==> config.mk <==
export PLATFORM = sky130hd
export DESIGN_NAME = clk_div_bank_flat
export DESIGN_NICKNAME = d
export VERILOG_FILES = /design/src/rtl/clk_div_bank_pkg.sv /design/src/rtl/clk_div_bank_if.sv /design/src/rtl/clk_div_bank_channel.sv /design/src/rtl/clk_div_bank.sv /design/src/flat_wrapper.sv
export SDC_FILE = /design/constraint.sdc
export NUM_CORES = 1
export LEC_CHECK = 0
export CORE_ASPECT_RATIO = 0.9
export CORE_UTILIZATION = 32
export CTS_BUF_LIST = sky130_fd_sc_hd__clkbuf_8
export CTS_CLUSTER_SIZE = 14
export DETAILED_ROUTE_END_ITERATION = 12
export HOLD_SLACK_MARGIN = 0.08
export MAX_ROUTING_LAYER = met4
export PLACE_DENSITY_LB_ADDON = 0.2
export SLEW_MARGIN = 10
export SYNTH_ARGS = -nofsm -noshare
export SYNTH_HDL_FRONTEND = slang
export SYNTH_SLANG_ARGS = --single-unit
export TNS_END_PERCENT = 5
==> constraint.sdc <==
create_clock -name clk -period 1.88 [get_ports clk]
set_input_delay 0.47 -clock clk [delete_from_list [all_inputs] [get_ports clk]]
set_output_delay 0.47 -clock clk [all_outputs]
set_load 0.1 [all_outputs]
==> src/rtl/clk_div_bank_pkg.sv <==
// Shared types for the clock divider bank: divider mode and per-channel config record.
package clk_div_pkg;

    typedef enum logic {
        MODE_TOGGLE = 1'b0,
        MODE_PULSE  = 1'b1
    } div_mode_e;

    // Divisor field is sized for the widest supported channel; channels use the low WIDTH bits.
    localparam int unsigned CFG_DIV_W = 32;

    typedef struct packed {
        logic [CFG_DIV_W-1:0] div;
        div_mode_e            mode;
    } chan_cfg_t;

endpackage

==> src/rtl/clk_div_bank_if.sv <==
// Config request channel of the divider bank: valid/ready handshake carrying channel, divisor and mode.
interface clk_div_bank_if #(
    parameter int unsigned CHANNELS = 4,
    parameter int unsigned WIDTH    = 16
);
    import clk_div_pkg::*;

    localparam int unsigned CW = (CHANNELS > 1) ? $clog2(CHANNELS) : 1;

    logic            cfg_valid;
    logic            cfg_ready;
    logic [CW-1:0]   cfg_chan;
    logic [WIDTH-1:0] cfg_div;
    div_mode_e       cfg_mode;

    modport master (
        output cfg_valid, cfg_chan, cfg_div, cfg_mode,
        input  cfg_ready
    );

    modport slave (
        input  cfg_valid, cfg_chan, cfg_div, cfg_mode,
        output cfg_ready
    );

endinterface

==> src/rtl/clk_div_bank_channel.sv <==
// One divider slice: counter, shadow config with pending flag, registered clk_out and edge strobes.
module clk_div_channel
    import clk_div_pkg::*;
#(
    parameter int unsigned WIDTH     = 16,
    parameter int unsigned DIV_RESET = 1
) (
    input  logic      clk,
    input  logic      rst,
    input  logic      en,
    input  logic      load,
    input  chan_cfg_t load_cfg,
    output logic      pending,
    output logic      clk_out,
    output logic      rise,
    output logic      fall
);

    logic [WIDTH-1:0] r_cnt;
    logic [WIDTH-1:0] r_div;
    logic [WIDTH-1:0] r_sdiv;
    div_mode_e        r_mode;
    div_mode_e        r_smode;
    logic             r_pend;
    logic             r_clk;
    logic             r_rise;
    logic             r_fall;

    logic w_bnd;
    logic w_apply;
    logic w_clk_n;

    always_comb begin
        w_bnd   = (r_cnt == r_div);
        w_apply = r_pend & (~en | w_bnd);
        w_clk_n = 1'b0;
        // An apply restarts the period low, exactly like a disable.
        if (en && !w_apply) begin
            if (r_mode == MODE_TOGGLE) begin
                w_clk_n = r_clk ^ w_bnd;
            end else begin
                w_clk_n = w_bnd;
            end
        end
    end

    always_ff @(posedge clk) begin
        if (rst) begin
            r_cnt   <= '0;
            r_div   <= WIDTH'(DIV_RESET);
            r_mode  <= MODE_TOGGLE;
            r_sdiv  <= '0;
            r_smode <= MODE_TOGGLE;
            r_pend  <= 1'b0;
            r_clk   <= 1'b0;
            r_rise  <= 1'b0;
            r_fall  <= 1'b0;
        end else begin
            r_clk  <= w_clk_n;
            r_rise <= w_clk_n & ~r_clk;
            r_fall <= ~w_clk_n & r_clk;
            if (!en || w_bnd) begin
                r_cnt <= '0;
            end else begin
                r_cnt <= r_cnt + 1'b1;
            end
            if (w_apply) begin
                r_div  <= r_sdiv;
                r_mode <= r_smode;
                r_pend <= 1'b0;
            end else if (load) begin
                r_sdiv  <= load_cfg.div[WIDTH-1:0];
                r_smode <= load_cfg.mode;
                r_pend  <= 1'b1;
            end
        end
    end

    assign pending = r_pend;
    assign clk_out = r_clk;
    assign rise    = r_rise;
    assign fall    = r_fall;

endmodule

==> src/rtl/clk_div_bank.sv <==
// Bank of independently programmable clock dividers / tick generators with a shared config port.
module clk_div_bank
    import clk_div_pkg::*;
#(
    parameter int unsigned CHANNELS  = 4,
    parameter int unsigned WIDTH     = 16,
    parameter int unsigned DIV_RESET = 1
) (
    input  logic                clk,
    input  logic                rst,
    input  logic [CHANNELS-1:0] en,
    clk_div_bank_if.slave       cfg,
    output logic [CHANNELS-1:0] clk_out,
    output logic [CHANNELS-1:0] rise,
    output logic [CHANNELS-1:0] fall
);

    localparam int unsigned CW    = (CHANNELS > 1) ? $clog2(CHANNELS) : 1;
    localparam int unsigned NSLOT = 1 << CW;

    logic [CHANNELS-1:0] w_pending;
    logic [NSLOT-1:0]    w_pend_slot;
    logic                w_chan_ok;
    chan_cfg_t           w_cfg;

    // Pending flags padded to the full cfg_chan range so out-of-range selects read 0.
    assign w_pend_slot   = NSLOT'(w_pending);
    assign w_chan_ok     = (32'(cfg.cfg_chan) < CHANNELS);
    assign cfg.cfg_ready = ~(w_chan_ok & w_pend_slot[cfg.cfg_chan]);

    always_comb begin
        w_cfg      = '0;
        w_cfg.div  = CFG_DIV_W'(cfg.cfg_div);
        w_cfg.mode = cfg.cfg_mode;
    end

    for (genvar i = 0; i < CHANNELS; i++) begin : g_chan
        logic w_load;
        assign w_load = cfg.cfg_valid & cfg.cfg_ready & w_chan_ok & (cfg.cfg_chan == CW'(i));

        clk_div_channel #(
            .WIDTH     (WIDTH),
            .DIV_RESET (DIV_RESET)
        ) u_chan (
            .clk      (clk),
            .rst      (rst),
            .en       (en[i]),
            .load     (w_load),
            .load_cfg (w_cfg),
            .pending  (w_pending[i]),
            .clk_out  (clk_out[i]),
            .rise     (rise[i]),
            .fall     (fall[i])
        );
    end

endmodule

==> src/flat_wrapper.sv <==
// flat-port wrapper written by rule: the top's interface ports become plain ports
module clk_div_bank_flat import clk_div_pkg::*;
#(
    parameter int unsigned CHANNELS  = 4,
    parameter int unsigned WIDTH     = 16,
    parameter int unsigned DIV_RESET = 1
)
  (clk, rst, en, clk_out, rise, fall, cfg_cfg_valid, cfg_cfg_chan, cfg_cfg_div, cfg_cfg_mode, cfg_cfg_ready);
  clk_div_bank_if #(.CHANNELS(CHANNELS), .WIDTH(WIDTH)) cfg_i ();
  input  logic clk;
  input  logic rst;
  input  logic [CHANNELS-1:0] en;
  output logic [CHANNELS-1:0] clk_out;
  output logic [CHANNELS-1:0] rise;
  output logic [CHANNELS-1:0] fall;
  input wire logic [$bits(cfg_i.cfg_valid)-1:0] cfg_cfg_valid;
  input wire logic [$bits(cfg_i.cfg_chan)-1:0] cfg_cfg_chan;
  input wire logic [$bits(cfg_i.cfg_div)-1:0] cfg_cfg_div;
  input wire logic [$bits(cfg_i.cfg_mode)-1:0] cfg_cfg_mode;
  output wire logic [$bits(cfg_i.cfg_ready)-1:0] cfg_cfg_ready;
  assign cfg_i.cfg_valid = cfg_cfg_valid;
  assign cfg_i.cfg_chan = cfg_cfg_chan;
  assign cfg_i.cfg_div = cfg_cfg_div;
  assign cfg_i.cfg_mode = cfg_cfg_mode;
  assign cfg_cfg_ready = cfg_i.cfg_ready;
  clk_div_bank #(.CHANNELS(CHANNELS), .WIDTH(WIDTH), .DIV_RESET(DIV_RESET)) u_core (.clk(clk), .rst(rst), .en(en), .cfg(cfg_i), .clk_out(clk_out), .rise(rise), .fall(fall));
endmodule
Yosys cells after proc, flatten, opt, wreduce, memory -nomap -nowiden

Cells that the tools add are included.

Flip-flop bits (word level): 216
Word-level logic and storage cells: 129
Output and inout port bits: 13

Reductions and logical operators: 29
$add $sub $neg: 4
Bitwise logic cells: 42
$lt $le $gt $ge: 1
Equality and inequality tests: 7
Mux-type cells: 10

Operators with widths:

| kind                                                                          | number |
|---|---|
| 16-bit by 1-bit adder with 16-bit output (second input constant)              | 4 |
| 16-bit == test                                                                | 4 |
| 1-bit AND                                                                     | 17 |
| 1-bit inverter                                                                | 17 |
| 2-bit OR reduction                                                            | 8 |
| 1-bit 2-to-1 mux                                                              | 9 |
| 1-bit logical NOT                                                             | 8 |
| 2-bit AND reduction                                                           | 4 |
| 2-bit == test (second input constant)                                         | 2 |
| 1-bit logical AND                                                             | 4 |
| 1-bit logical OR                                                              | 4 |
| 1-bit bitwise OR                                                              | 4 |
| 1-bit XOR                                                                     | 4 |
| 2-bit by 3-bit less-than comparator with 1-bit output (second input constant) | 1 |
| 1-bit binary-select mux with 2-bit select                                     | 1 |
| 2-bit by 1-bit == test with 1-bit output (second input constant)              | 1 |
| 2-bit logical NOT                                                             | 1 |

Depth between registers and ports, before layout

Gate-level depths: netlist of run 1.

Word-level depth: 8
Gate-level depth with buffers: 8

By module

From an unflattened synthesis of run 1, not the netlist that was laid out.

Cells, all modules: 993
Area, all modules: 9781.9 um^2

By module, submodules not included:

| module                                         | instances | area an instance (um^2) | cells an instance |
|---|---|---|---|
| clk_div_channel at u_core.g_chan[0].u_chan ... | 3         | 2426.1                  | 246 |
| clk_div_channel at u_core.g_chan[3].u_chan     | 1         | 2436.1                  | 247 |
| clk_div_bank                                   | 1         | 67.6                    | 8 |

Worst setup path before layout of run 1

OpenSTA, ideal clock, no wires.

Path kind: input to output
Start: in cfg_cfg_chan[0]
End: out cfg_cfg_ready
Slack: -1.341 ns
Stages on the path: 2
Path buffers: 1
Arrival: 2.751 ns
Cell sequence: clkbuf_1 -> o21ai_0

Word-level cells in the longest chain between the ends: 3

Ends and longest elaborated chain:

| item                                      | RTL line           | source |
|---|---|---|
| start: declaration                        | flat_wrapper.sv:17 | `input wire logic [$bits(cfg_i.cfg_chan)-1:0] cfg_cfg_chan;` |
| 1-bit binary-select mux with 2-bit select | clk_div_bank.sv:29 | `assign cfg.cfg_ready = ~(w_chan_ok & w_pend_slot[cfg.cfg_chan]);` |
| 1-bit 2-to-1 mux (implied by the code)    | clk_div_bank.sv:29 |  |
| 1-bit inverter                            | clk_div_bank.sv:29 |  |
| end: declaration                          | flat_wrapper.sv:20 | `output wire logic [$bits(cfg_i.cfg_ready)-1:0] cfg_cfg_ready;` |

No other way between the ends. The select of a mux whose other input is x is not followed.

Worst setup path in the final report of run 1

Start: in cfg_cfg_chan[1]
End: out cfg_cfg_ready

Same word-level chain as after synthesis.

==> results of run 1 <==
-- final cells by class --
| class | count | area, µm² |
|---|---|---|
| Clock buffer | 51 | 701.9 |
| Clock inverter | 18 | 97.59 |
| Fill cell | 2628 | 15450 |
| Inverter | 23 | 86.33 |
| Multi-Input combinational cell | 638 | 3965 |
| Sequential cell | 216 | 4342 |
| Tap cell | 348 | 435.4 |
| Timing Repair Buffer | 125 | 1335 |
-- through the flow --
stage          setup TNS, ns  power, W
2_1_floorplan              0  0.005298
3_3_place_gp          -3.679  0.005617
3_5_place_dp          -4.220  0.005621
4_1_cts                    0   0.01012
5_1_grt             -0.05547   0.01043
6_report                   0  0.009969
-- flip-flops by register name (all words and copies together), names as in the netlist --
register,flops
u_core.g_chan.u_chan.clk_out,4
u_core.g_chan.u_chan.fall,4
u_core.g_chan.u_chan.pending,4
u_core.g_chan.u_chan.r_cnt,64
u_core.g_chan.u_chan.r_div,64
u_core.g_chan.u_chan.r_mode,4
u_core.g_chan.u_chan.r_sdiv,64
u_core.g_chan.u_chan.r_smode,4
u_core.g_chan.u_chan.rise,4
-- layout by cell type, fill, tap and decap left out, types with 3 or more instances in the layout --
master and instances:
dfxtp_1 206, nand2_1 167, xnor2_1 86, nor2_1 80, a21oi_1 72, buf_4 72, a22o_1 54, clkbuf_8 51
inv_1 36, xor2_1 33, nand3_1 27, buf_12 27, nand4_1 24, clkdlybuf4s50_1 22, and3_1 12, a22o_2 10
nor3_1 9, mux2i_1 8, dfxtp_2 8, and4_1 5, nor4_4 4, o211a_1 4, a22oi_1 4, o22ai_1 4
nor2b_1 4, nor4b_1 4, ha_1 4, or3_1 3, or2_2 3, o22ai_4 3, clkinv_2 3
-- worst max-delay path, stage by stage --
cell and delay (ns):
dlygate4sd2_1 0.27, buf_6 0.15, nand2_4 0.07, o21ai_4 0.06
o21ai_4 0.14, buf_12 0.19
-- how the worst min path moves through the flow --
stage,startpoint,end,slack (ns)
after global routing,rst,u_core.g_chan[1].u_chan.fall$_SDFF_PP0_,0.41
after detailed placement,u_core.g_chan[1].u_chan.r_sdiv[14]$_SDFFE_PP0P_,u_core.g_chan[1].u_chan.r_sdiv[14]$_SDFFE_PP0P_,0.45
after global placement,u_core.g_chan[2].u_chan.r_sdiv[13]$_SDFFE_PP0P_,u_core.g_chan[2].u_chan.r_sdiv[13]$_SDFFE_PP0P_,0.44
after CTS,rst,u_core.g_chan[1].u_chan.fall$_SDFF_PP0_,0.39
after floorplan,u_core.g_chan[1].u_chan.r_sdiv[0]$_SDFFE_PP0P_,u_core.g_chan[1].u_chan.r_div[0]$_SDFFE_PP1P_,0.44
final,rst,u_core.g_chan[1].u_chan.fall$_SDFF_PP0_,0.41
-- power breakdown --
| part | leakage (nW) | internal, W | switching (W) |
|---|---|---|---|
| sequential | 1.75 | 0.00466 | 0.0000587 |
| clock | 0.467 | 0.00255 | 0.00188 |
| combinational | 1.89 | 0.000342 | 0.000475 |
-- what timing repair did --
action,CTS,global route
setup endpoints to repair,2,98
resized for setup,20,8
gates cloned,0,0
buffers inserted,2,2
pin swaps,3,13
-- logic make-up after synthesis --
logic type               count (synthesis)  synth area share
AND/OR/NAND/NOR                        351            0.1852
flip-flops                             216            0.4961
AO/OA/AOI/OAI                          155            0.1280
XOR/XNOR                               120            0.1206
buffers and inverters                   83           0.05526
multiplexers                             8          0.009187
adder cells (fa/ha/maj)                  4          0.005742
-- routing by layer --
layer  global-route usage  wire, µm  part of all wire
met5                    -         0                 0
met1               0.2091     10390              0.51
met4              0.04513       350             0.017
met2               0.2251      8597              0.43
met3              0.02961       871             0.043
==> reports/metrics.cfg, run 1 <==
[synthesis]
ys_seq_area_frac=0.4961
ys_ff_latch=216
netlist.area_leader.share=0.4961
netlist_area_um2=8717
synth_warnings=0
post-synth-top-count-cell=dfxtp_1
synth-edff-count=0
syn_inst=937
synth_flop_cell=dfxtp_1
synth_area_per_cell_um2=9.303
syn_nets=967
synth_area_leaders=dfxtp_1 (50%), xnor2_1 (8.7%), nand2_1 (7.2%), a22o_1 (5.4%), a21oi_1 (4.1%)
synth_cell_types=37
yosys.area.top_type=dfxtp_1
async_flop_share=0
synth_commonest_cells=dfxtp_1 (216), nand2_1 (168), xnor2_1 (87)

[worst_setup_path]
crit_required_ns=1.41
ff2ff_path_depth=5
crit_start=cfg_cfg_chan[1]
crit_type=in -> out
critical_path.max_fanout=5
end_kind=primary output
worst-r2r-setup-slack_ns=0.09
timing.rr.start=u_core.g_chan[1].u_chan.r_div[12]$_SDFFE_PP0P_
crit_end=cfg_cfg_ready
worstPathArrival_ns=1.35
worstSetupStartpointType=primary input
r2r_end=u_core.g_chan[1].u_chan.r_div[3]$_SDFFE_PP0P_

[cells_and_area]
post-route-util=0.4150
fin_cells=1419
drive_gt1_frac=0.1839
fin_area_um2=10960
layout.nets=1073
insertedDiodeCount=0
areaGrowthSynthToFinish_pct=25.76

[drt]
drtIter0Drc=317
route.detailed.drc=0
wirelength_mm=20.21
via_count=6674
dr.pass1.iters=5
via_per_inst=4.703
routedWlPerCell_um=14.24
detail-route-antenna-nets=0

[sta]
finClkSkew_ns=0.01728
setup_ws_ns=0.05601
slew_violations=0
setup_viol_count_final=0
max_freq_mhz=548.2
period_needed_ns=1.824
rsz0062_at_grt=true
hold_viol=0
fin_crit_sh=0.9702
slew-limit-headroom=0.6540
whs_ns=0.4131
tightestPinTransition_ns=0.5191

[clock_tree]
cts_hold_buf=0
cts_root_buf=clkbuf_8
cts_buffers=39
cts_sinks=216
htree_levels=2
clockBufferDepth=3
cts_tree=built
clk_latency_ns=0.53
path_clk_slew_ns=0.06

[global_routing]
antenna_found_initial=0
grt_pass1_vias=6527
grt_max_degree=49
grtUsageTotal=0.1522
grt_overflow=0
grt_first_pass_wirelength_mm=32.91

[worst_hold_path]
hp-class=in -> reg
hold_depth=5

[floorplan]
num_rows=56
core_area_um2=26420
initial_utilization=0.3300
die_y_um=158.6
ios=39
die_x_um=176.0
die-area_um2=27910

[job]
drv_cap=0

[placement]
dp_hpwl_mm=14.06
globalplace.congestion=0.7462
dp_worst_setup_slack_ns=-0.2841
postPlaceCellArea_um2=10080
dp.cells=1347
portBuffers=38

[power]
power_per_cell_area_nw_per_um2=909.3
leakage_nw=4.104
ir_drop_v=0.0004156

[status]
status=complete, no violations

Note: power is estimated with default switching activity, not from simulation.
==> run 2: changes to the inputs <==
--- a/config.mk
+++ b/config.mk
@@ -6,7 +6,7 @@
 export NUM_CORES = 1
 export LEC_CHECK = 0
 export CORE_ASPECT_RATIO = 0.9
-export CORE_UTILIZATION = 32
+export CORE_UTILIZATION = 56
 export CTS_BUF_LIST = sky130_fd_sc_hd__clkbuf_8
 export CTS_CLUSTER_SIZE = 14
 export DETAILED_ROUTE_END_ITERATION = 12
==> reports/metrics.cfg, run 2 (same netlist as run 1, synthesis figures left out) <==
[power]
leakage_nw=3.935  ; was 4.104 nW
power_per_cell_area_nw_per_um2=915.0  ; was 909.3 nW/µm²
ir_drop_v=0.0006365  ; was 0.0004156 V

[clock_tree]
cts_root_buf=clkbuf_8  ; unchanged
cts_hold_buf=0  ; unchanged
path_clk_slew_ns=0.06  ; about the same
cts_buffers=37  ; was 39
clockBufferDepth=3  ; unchanged
clk_latency_ns=0.53  ; about the same
htree_levels=2  ; unchanged
cts_sinks=216  ; unchanged
cts_tree=built  ; unchanged

[sta]
setup-tns-final_ns=0  ; unchanged
finClkSkew_ns=0.02738  ; was 0.01728 ns
hold_viol=0  ; unchanged
rsz0062_at_grt=true  ; unchanged
slew-limit-headroom=0.6596  ; was 0.6540
fin_crit_sh=0.9827  ; was 0.9702
slew_violations=0  ; unchanged
tightestPinTransition_ns=0.5107  ; was 0.5191 ns
period_needed_ns=1.848  ; was 1.824 ns
setup_viol_count_final=0  ; unchanged
max_freq_mhz=541.3  ; was 548.2 MHz
whs_ns=0.4017  ; was 0.4131 ns

[drt]
via_per_inst=5.310  ; was 4.703
detail-route-antenna-nets=0  ; unchanged
route.detailed.drc=0  ; unchanged
wirelength_mm=18.46  ; was 20.21 mm
routedWlPerCell_um=14.80  ; was 14.24 µm
dr.pass1.iters=7  ; was 5
drtIter0Drc=421  ; was 317
via_count=6621  ; was 6674

[worst_setup_path]
crit_path_cell_trace=dlygate4sd2_1 -> buf_4 -> nand2_1 -> o21ai_2 -> o21ai_4 -> buf_12  ; was dlygate4sd2_1 -> buf_6 -> nand2_4 -> o21ai_4 -> o21ai_4 -> buf_12
critPathMaxStageDelay_ns=0.26  ; was 0.27 ns
worstPathArrival_ns=1.38  ; was 1.35 ns
end_kind=primary output  ; unchanged
path_delay_family=buffers and inverters  ; unchanged
crit_required_ns=1.41  ; about the same
crit_slowest_cell=dlygate4sd2_1  ; unchanged
critical_path.max_fanout=4  ; was 5
worstSetupStartpointType=primary input  ; unchanged
crit_type=in -> out  ; unchanged
crit_buf_inv=3  ; unchanged

[floorplan]
core_area_um2=14980  ; was 26420 µm²
die_x_um=133.5  ; was 176.0 µm
die-area_um2=16070  ; was 27910 µm²
die_y_um=120.4  ; was 158.6 µm
num_rows=42  ; was 56
ios=39  ; unchanged
initial_utilization=0.5820  ; was 0.3300

[global_routing]
grt_first_pass_wirelength_mm=30.58  ; was 32.91 mm
grtUsageTotal=0.2460  ; was 0.1522
grt_max_degree=41  ; was 49
antenna_found_initial=0  ; unchanged
grt_pass1_vias=6321  ; was 6527
grt_overflow=0  ; unchanged

[job]
drv_cap=0  ; unchanged

[cells_and_area]
insertedDiodeCount=0  ; unchanged
top_regs=u_core.g_chan.u_chan.r_cnt: 64 flops, u_core.g_chan.u_chan.r_div: 64 flops, u_core.g_chan.u_chan.r_sdiv: 64 flops  ; unchanged
drive_gt1_frac=0.1640  ; was 0.1839
final_common_cell=dfxtp_1  ; unchanged
final_cell_mix=dfxtp_1 (211), nand2_1 (168), xnor2_1 (87)  ; was dfxtp_1 (206), nand2_1 (167), xnor2_1 (86)
areaGrowthSynthToFinish_pct=20.67  ; was 25.76%
fin_area_um2=10520  ; was 10960 µm²
layout.nets=1057  ; was 1073

[placement]
portBuffers=38  ; unchanged
postPlaceCellArea_um2=9769  ; was 10080 µm²
dp_hpwl_mm=12.53  ; was 14.06 mm
globalplace.congestion=0.8258  ; was 0.7462

[worst_hold_path]
hp-class=in -> reg  ; unchanged

[status]
status=complete, no violations  ; unchanged

==> run 2: repair_timing <==
item                                    CTS  global route
endpoints found under the setup margin    1            53
setup buffers                             1             1
resized for setup                        12             3
pin swaps                                 1             5
==> run 2: report_power, final <==
part | internal (W) | switching, W
Clock | 0.00229 | 0.00184
Sequential | 0.00466 | 0.0000621
Combinational | 0.000321 | 0.000451
Total | 0.00727 | 0.00235
==> run 2: stage by stage <==
step	util	total power [W]	worst slack (ns)	std cells
global route	0.7023	0.01000	-0.03139	1247
global placement	0.6523	0.005578	-0.2218	1184
detailed placement	0.6523	0.005584	-0.2396	1184
floorplan	-	0.005298	0.09156	937
CTS	0.7016	0.009699	0.005421	1246
finish	0.7023	0.009625	0.03248	1247
==> run 2: worst paths after layout <==
check / start / to / slack, ns / depth (start not counted)
setup / recovery: cfg_cfg_chan[1] / cfg_cfg_ready / 0.03 / 6
hold / removal: rst / u_core.g_chan[1].u_chan.r_sdiv[14]$_SDFFE_PP0P_ / 0.40 / 3
setup reg to reg: u_core.g_chan[1].u_chan.r_cnt[3]$_SDFF_PP0_ / u_core.g_chan[1].u_chan.pending$_SDFFE_PP0P_ / 0.10 / 6
hold reg to reg: u_core.g_chan[2].u_chan.r_sdiv[4]$_SDFFE_PP0P_ / u_core.g_chan[2].u_chan.r_sdiv[4]$_SDFFE_PP0P_ / 0.45 / 2
==> run 2: area by class of cell <==
cell class	instances	area, µm²
inverters	23	86.33
fillers	1163	4458
multi-input cells	638	3935
clock buffers	45	619.3
flip-flops and latches	216	4333
repair buffers	111	1201
well taps	198	247.7
clock inverters	16	96.34
==> run 2: metal layers <==
metal	up-vias	wire, µm	GRT usage
met1	3113	8747	0.3304
met4	0	359	0.08594
met2	136	8441	0.3721
li1	3340	-	-
met5	-	0	-
met3	32	910	0.04570
==> run 2: worst min-delay path, stage by stage <==
cell and delay, ns:
buf_2 0.12, buf_12 0.22, a21oi_1 0.06
==> run 3: changes to the inputs <==
--- a/config.mk
+++ b/config.mk
@@ -8,7 +8,7 @@
 export CORE_ASPECT_RATIO = 0.9
 export CORE_UTILIZATION = 56
 export CTS_BUF_LIST = sky130_fd_sc_hd__clkbuf_8
-export CTS_CLUSTER_SIZE = 14
+export CTS_CLUSTER_SIZE = 30
 export DETAILED_ROUTE_END_ITERATION = 12
 export HOLD_SLACK_MARGIN = 0.08
 export MAX_ROUTING_LAYER = met4
==> reports/metrics.cfg, run 3 (same netlist as run 1, synthesis figures left out) <==
[status]
status=complete, no violations  ; unchanged

[sta]
hold_viol=0  ; unchanged
max_freq_mhz=540.2  ; was 541.3 MHz
finClkSkew_ns=0.02378  ; was 0.02738 ns
slew-limit-headroom=0.6665  ; was 0.6596
rsz0062_at_grt=true  ; unchanged
setup-tns-final_ns=0  ; unchanged
fin_crit_sh=0.9847  ; was 0.9827
tightestPinTransition_ns=0.5002  ; was 0.5107 ns
period_needed_ns=1.851  ; was 1.848 ns
setup_viol_count_final=0  ; unchanged
slew_violations=0  ; unchanged

[power]
power.total_w=0.009741  ; was 0.009625 W
p_sw_frac=0.2438  ; was 0.2443
clock_power_share=0.436  ; was 0.429
p_comb_frac=0.079  ; was 0.080
power_per_cell_area_nw_per_um2=922.3  ; was 915.0 nW/µm²
leakage_nw=3.952  ; was 3.935 nW
internal-power_w=0.007366  ; was 0.007274 W
ir_drop_v=0.0006012  ; was 0.0006365 V
p_seq_frac=0.485  ; was 0.491
power.switching_w=0.002375  ; was 0.002351 W

[global_routing]
antenna_found_initial=0  ; unchanged
grt_max_degree=41  ; unchanged
use_met3=0.05535  ; was 0.04570
top_usage_layer=met2  ; unchanged
use_met1=0.3252  ; was 0.3304
met2_usage=0.3757  ; was 0.3721
grt_first_pass_wirelength_mm=30.55  ; was 30.58 mm
grt_pass1_vias=6331  ; was 6321
grt_overflow=0  ; unchanged
grtUsageTotal=0.2450  ; was 0.2460

[worst_setup_path]
crit_type=in -> out  ; unchanged
critical_path.max_fanout=4  ; unchanged
worstPathArrival_ns=1.38  ; about the same
crit_required_ns=1.41  ; about the same
worstSetupStartpointType=primary input  ; unchanged
crit_start=cfg_cfg_chan[1]  ; unchanged
timing.rr.start=u_core.g_chan[1].u_chan.r_cnt[3]$_SDFF_PP0_  ; unchanged
end_kind=primary output  ; unchanged

[cells_and_area]
areaGrowthSynthToFinish_pct=21.16  ; was 20.67%
final_cell_mix=dfxtp_1 (211), nand2_1 (167), xnor2_1 (87)  ; was dfxtp_1 (211), nand2_1 (168), xnor2_1 (87)
final_common_cell=dfxtp_1  ; unchanged
insertedDiodeCount=0  ; unchanged
layout.nets=1057  ; unchanged
post-route-util=0.7052  ; was 0.7023
drive_gt1_frac=0.1671  ; was 0.1640
top_regs=u_core.g_chan.u_chan.r_cnt: 64 flops, u_core.g_chan.u_chan.r_div: 64 flops, u_core.g_chan.u_chan.r_sdiv: 64 flops  ; unchanged
fin_cells=1251  ; was 1247

[clock_tree]
cts_tree=built  ; unchanged
cts_root_buf=clkbuf_8  ; unchanged
htree_levels=2  ; unchanged
clk_latency_ns=0.53  ; about the same
cts_sinks=216  ; unchanged
path_clk_slew_ns=0.06  ; about the same
clockBufferDepth=3  ; unchanged
cts_buffers=37  ; unchanged

[drt]
routedWlPerCell_um=14.76  ; was 14.80 µm
route.detailed.drc=0  ; unchanged
drtIter0Drc=459  ; was 421
detail-route-antenna-nets=0  ; unchanged
via_per_inst=5.268  ; was 5.310
wirelength_mm=18.46  ; about the same
dr.pass1.iters=5  ; was 7
via_count=6590  ; was 6621

[placement]
dp.cells=1184  ; unchanged
dp_hpwl_mm=12.53  ; unchanged
globalplace.congestion=0.8258  ; unchanged
portBuffers=38  ; unchanged

[floorplan]
die_x_um=133.5  ; unchanged
die-area_um2=16070  ; unchanged
ios=39  ; unchanged
die_y_um=120.4  ; unchanged
num_rows=42  ; unchanged
core_area_um2=14980  ; unchanged
initial_utilization=0.5820  ; unchanged

[worst_hold_path]
hp-start=rst  ; unchanged
hp-class=in -> reg  ; unchanged

[job]
drv_cap=0  ; unchanged

==> run 3: changes by cell type in the layout (fill, tap and decap cells not counted) <==
cell,change
dfxtp_4,+1
nand2_1,-1
clkinv_4,-1
inv_1,+1
nand2_2,+1
clkbuf_8,+2
dfxtp_2,-1
clkinvlp_4,+2
==> run 3: layout make-up <==
class / count / area (µm²)
well taps: 198 / 247.7
multi-input cells: 638 / 3938
flip-flops and latches: 216 / 4335
fillers: 1153 / 4415
clock inverters: 18 / 106.4
clock buffers: 47 / 646.9
repair buffers: 111 / 1201
inverters: 23 / 86.33
==> run 3: worst paths after layout <==
check,end,slack (ns),cells after the start
hold reg to reg,u_core.g_chan[2].u_chan.r_sdiv[4]$_SDFFE_PP0P_,0.45,2
hold / removal,u_core.g_chan[1].u_chan.r_sdiv[10]$_SDFFE_PP0P_,0.39,3
setup reg to reg,u_core.g_chan[1].u_chan.pending$_SDFFE_PP0P_,0.10,6
setup / recovery,cfg_cfg_ready,0.03,6
==> run 3: what timing repair did <==
action | CTS | global route
hold buffers | 0 | 0
pin swaps | 1 | 7
endpoints found under the setup margin | 1 | 55
gates resized for setup | 14 | 3
buffers inserted | 1 | 1
==> run 3: per-stage QoR <==
step,hold slack (ns),instance area [µm²],setup WS (ns)
floorplan,0.4356,8728,0.09156
finish,0.3946,10560,0.02878
global route,0.3868,10560,-0.03665
global placement,0.4435,9769,-0.2218
CTS,0.3732,10550,0.005423
detailed placement,0.4469,9769,-0.2396
==> run 3: power groups by stage <==
stage | Combinational, W | Sequential, W | Clock [W]
after floorplan | 0.000495 | 0.00480 | 0
final | 0.000772 | 0.00472 | 0.00425
after global placement | 0.000755 | 0.00482 | 0
after CTS | 0.000768 | 0.00472 | 0.00433
after detailed placement | 0.000761 | 0.00482 | 0
after global routing | 0.000832 | 0.00473 | 0.00456
==> run 3: critical path, stage by stage <==
cell and delay, ns:
dlygate4sd2_1 0.26, buf_4 0.16, nand2_2 0.07, o21ai_2 0.07, o21ai_4 0.17, buf_12 0.19
==> run 3: metal layers <==
metal	vias up	part of all wire
li1	3349	-
met1	3087	0.48
met2	129	0.46
met3	25	0.048
met4	0	0.015
met5	-	0
==> variant 1, RTL diff (settings of run 1) <==
`WIDTH` is set to 16 in 4 places; all go to 20.
--- a/src/rtl/clk_div_bank_if.sv
+++ b/src/rtl/clk_div_bank_if.sv
@@ -3,3 +3,3 @@
     parameter int unsigned CHANNELS = 4,
-    parameter int unsigned WIDTH    = 16
+    parameter int unsigned WIDTH    = 20
 );
--- a/src/rtl/clk_div_bank_channel.sv
+++ b/src/rtl/clk_div_bank_channel.sv
@@ -4,3 +4,3 @@
 #(
-    parameter int unsigned WIDTH     = 16,
+    parameter int unsigned WIDTH     = 20,
     parameter int unsigned DIV_RESET = 1
--- a/src/rtl/clk_div_bank.sv
+++ b/src/rtl/clk_div_bank.sv
@@ -5,3 +5,3 @@
     parameter int unsigned CHANNELS  = 4,
-    parameter int unsigned WIDTH     = 16,
+    parameter int unsigned WIDTH     = 20,
     parameter int unsigned DIV_RESET = 1
--- a/src/flat_wrapper.sv
+++ b/src/flat_wrapper.sv
@@ -4,3 +4,3 @@
     parameter int unsigned CHANNELS  = 4,
-    parameter int unsigned WIDTH     = 16,
+    parameter int unsigned WIDTH     = 20,
     parameter int unsigned DIV_RESET = 1
Interface: changed (resized cfg_cfg_div); port bits go from 39 to 43. No check against the original RTL was run, so the function may have changed too.
==> variant 1 against run 1 <==
  * The flow now finishes with violations (negative setup slack)
  * Sequential cell count increased by 48
  * Hold slack got worse by 0.14 ns
  * Total power increased by 31%
  * Setup slack got worse by 0.087 ns
  * Wire length increased by 94%
  * Sequential share of layout area decreased by 6.7 points
  * Clock skew decreased by 0.0021 ns
  * Area after synthesis increased by 47%
  * Count of clock-buffer cells in the layout increased by 8
  * Via count increased by 80%
  * Combinational power increased by 120%
  * Design area increased by 47%
  * Die area increased by 46%
  * Largest cell class is now multi-input combinational cells
  * Largest power group unchanged
==> variant 1: results (changes against run 1) <==
rrSetupSlack_ns: 0.04  # -0.05 ns
dp_hpwl_um: 26800  # +91%
synth_compound_area_frac: 0.176  # +0.0482
drive_gt1_frac: 0.183  # -0.000874
setup_violations: 1  # +1
cp_max_fo: 4  # -1
finalClockSkew_ns: 0.0152  # -0.00212 ns
synthTopCellsByArea: "dfxtp_1 (41%), o211ai_1 (9.4%), xor2_1 (8.0%)"
rr_endpoint: "u_core.g_chan[0].u_chan.clk_out"
synth_top_cell_area_share: 0.414  # -0.0824
fill_cells: 3957  # +51%
m1WireLength_um: 19300  # +86%
p_seq_uw: 5830  # +24%
irDropWorstVdd_v: 0.000368  # -12%
rr_worst_depth: 6  # +1
finalWorstSetupSlack_ns: -0.0306  # -0.0866 ns
slew_headroom: 0.628  # -0.0261
num_vias: 11986  # +80%
switching_power_uw: 3720  # +54%
switching_share: 0.286  # +0.0435
static-leakage-power_uw: 0.00627  # +53%
synth_cell_type_count: 35  # -5.4%
synthAdderAreaFrac: 0.00392  # -0.00182
pg_clk_uw: 5360  # +21%
hold_end: "u_core.g_chan[0].u_chan.r_sdiv[3]"
gp_congestion: 0.807  # +8.1%
seq_area_frac_synth: 0.414  # -0.0824
fin_nets: 1752  # +63%
synth-xor-area-share: 0.104  # -0.0164
outcome: "finished with violations"
cts_made_buffers: 47  # +21%
violations: "negative setup slack"
clk_latency_ns: 0.59  # +0.06 ns
multiInputGateArea_mm2: 0.00705  # +78%
startpoint: "cfg_cfg_chan[0]"
final_cells: 2280  # +61%
worst_ep_arrival_time_ns: 1.44  # +0.09 ns
io_buffer_count: 42  # +11%
-- variant 1: changes by cell type in the layout (fill, tap and decap cells not counted), sizes merged, moves of 21 or more --
cell and change:
dfxtp +48, nor4 +21, o211ai +160, nand2 +58, and3 +55, buf +93
a21oi +94, xnor2 -51, xor2 +83, nand4 +71, a22o -64, nor2 +51
-- variant 1: repair_timing --
action / in CTS / in global routing
pin swaps: 2 / 14
endpoints found under the setup margin: 25 / 141
resized for setup: 18 / 45
buffers inserted: 2 / 3
cloned: 0 / 0
-- variant 1: area by class of cell --
type / instances / share of cell area
clock buffers: 59 / 0.0504
clock inverters: 20 / 0.00660
inverters: 21 / 0.00505
multi-input cells: 1162 / 0.437
flip-flops and latches: 264 / 0.329
well taps: 532 / 0.0413
repair buffers: 222 / 0.130
-- variant 1: worst register-to-register path: stages, from the launching register on --
cell     delay (ns)
dfxtp_2        0.33
xor2_1         0.17
nor4_2         0.32
buf_4          0.17
nand3_4        0.08
or4_4          0.53
a21oi_2        0.15
==> variant 2, RTL diff (config.mk and constraints of run 1) <==
Made on the original files. Reset style: asynchronous (`rst`), changed in one clocked block.
--- a/src/rtl/clk_div_bank_channel.sv
+++ b/src/rtl/clk_div_bank_channel.sv
@@ -46,3 +46,3 @@
 
-    always_ff @(posedge clk) begin
+    always_ff @(posedge clk or posedge rst) begin
         if (rst) begin
Function: differs if rst is asserted again (counterexample within 4 cycles, from zero or initial values and one cycle with rst high); with rst held inactive, the same outputs for 4 cycles.
==> variant 2 against run 1 <==
  * Die area grew 11%
  * Area after synthesis grew 11%
  * The flow now finishes with violations (negative setup slack)
  * Critical path depth shrank 3
  * Via count shrank 11%
  * Wire length grew 6.2%
  * Sequential cell count is the same
  * Setup slack lost 0.38 ns
  * Design area grew 14%
Power is not compared: it rests on default switching activity, and its combinational part moved more than twofold at a synthesized area within 25%.
==> variant 2: results (changes against run 1) <==
hp-class: "input pin to async pin"
grtUsageTotal: 0.149  # -0.00339
max_stage_delay_ns: 0.53  # +0.26 ns
timing.rr.start: "u_core.g_chan[0].u_chan.r_div[0]"
synth_ff_type: "dfrtp_1"
drive_gt1_frac: 0.381  # +0.197
slew_headroom: 0.666  # +0.0124
outcome: "finished with violations"
routedWlPerCell_um: 16.0  # +12%
dp_hpwl_um: 14500  # +3.2%
fin_nets: 936  # -13%
cp_max_fo: 2  # -3
setup_violations: 69  # +69
grt_pass1_wl_um: 34300  # +4.1%
clkTransAtPathRegs_ns: 0.07
synthTopCellsByArea: "dfrtp_1 (55%), mux2_2 (11%), xnor2_1 (7.6%)"
finalClockSkew_ns: 0.0195  # +0.00217 ns
gp_congestion: 0.763  # +2.2%
rr_endpoint: "u_core.g_chan[0].u_chan.r_div[4]"
fill_cells: 2936  # +12%
synthArstFlopShare: 1.00  # +1.00
grt_start_max_net_pins: 62  # +27%
grt_pass1_vias: 6040  # -7.5%
drt-initial-drc-count: 266  # -16%
io_buffer_count: 38  # unchanged
finalWorstSetupSlack_ns: -0.324  # -0.380 ns
place_inst: 1262  # -6.3%
seq_area_frac_synth: 0.558  # +0.0615
worst_ep_arrival_time_ns: 1.73  # +0.38 ns
rrSetupSlack_ns: -0.20  # -0.29 ns
crit_slowest_cell: "mux4_2"
synth_cell_type_count: 36  # -2.7%
rr_worst_depth: 6  # +1
placed_cell_area_mm2: 0.0115  # +14%
syn_nets: 764  # -21%
synth_top_cell_area_share: 0.547  # +0.0507
routed_wl_um: 21500  # +6.2%
dr.pass1.iters: 4  # -1
violations: "negative setup slack"
clk_latency_ns: 0.53  # about the same
fin_setup_tns_ns: -7.15  # -7.15 ns
yosys-top-cells-count: "dfrtp_1 (212), mux2_2 (96), xnor2_1 (84)"
synth_cells: 734  # -22%
antenna_found_initial: 0  # unchanged
vias_per_cell: 4.42  # -6.1%
irDropWorstVdd_v: 0.000585
[variant 2: worst max path at each step]
stage	depth (start not counted)	start	end
after floorplan	1	rst	u_core.g_chan[0].u_chan.clk_out
after global placement	4	cfg_cfg_chan[0]	cfg_cfg_ready
after detailed placement	4	cfg_cfg_chan[0]	cfg_cfg_ready
after CTS	3	u_core.g_chan[2].u_chan.pending	cfg_cfg_ready
after global routing	3	u_core.g_chan[2].u_chan.pending	cfg_cfg_ready
final	3	u_core.g_chan[2].u_chan.pending	cfg_cfg_ready
[variant 2: cells by family (layout without fill, tap and decap cells)]
logic type,count (synthesis),after routing,synth area share
AOI/OAI and AO/OA,18,18,0.0204
xor gates and xnor gates,117,117,0.106
adders and majority gates,4,4,0.00516
buffers and inverters,41,242,0.0237
DFF,216,216,0.558
muxes,145,145,0.184
other,0,2,0
and+or+nand+nor,193,193,0.104
[variant 2: cell type report]
cell class	count	area, um^2	area share
Antenna cell	2	5.00	0.000400
Clock buffer	49	674	0.0540
Clock inverter	21	195	0.0156
Inverter	14	56.3	0.00451
Multi-Input combinational cell	477	4110	0.329
Sequential cell	216	5410	0.433
Tap cell	403	504	0.0403
Timing Repair Buffer	158	1540	0.123
[variant 2: through the flow]
stage          setup slack [ns]  utilization
6_report                 -0.324        0.418
4_1_cts                  -0.378        0.416
2_1_floorplan             -1.40            -
3_5_place_dp             -0.529        0.385
3_3_place_gp             -0.532        0.385
5_1_grt                  -0.391        0.418
[variant 2: per-layer routing]
layer	track usage	wire (um)	vias up
li1	-	-	2880
met1	0.214	11000	2923
met2	0.211	9230	78
met3	0.0283	809	40
met4	0.0445	446	0
met5	-	0	-
[variant 2: timing repair]
action | CTS | global route
gates resized for setup | 4 | 8
hold endpoints to repair | 0 | 0
buffers inserted | 3 | 3
setup endpoints to repair | 87 | 129
pin swaps | 10 | 10
[variant 2: critical path, delay by kind of cell, from the launching register on]
family / cells / cell delay (ns)
mux: 1 / 0.53
buf+inv: 2 / 0.27
flops: 1 / 0.41
[variant 2: power by group through the flow]
stage	Sequential, uW	Combinational (uW)	Clock [uW]
after floorplan	6440	2260	0
after global placement	6680	3100	0
after detailed placement	6690	3160	0
after CTS	6620	3210	5090
after global routing	6760	3510	5290
final	6600	3210	4920
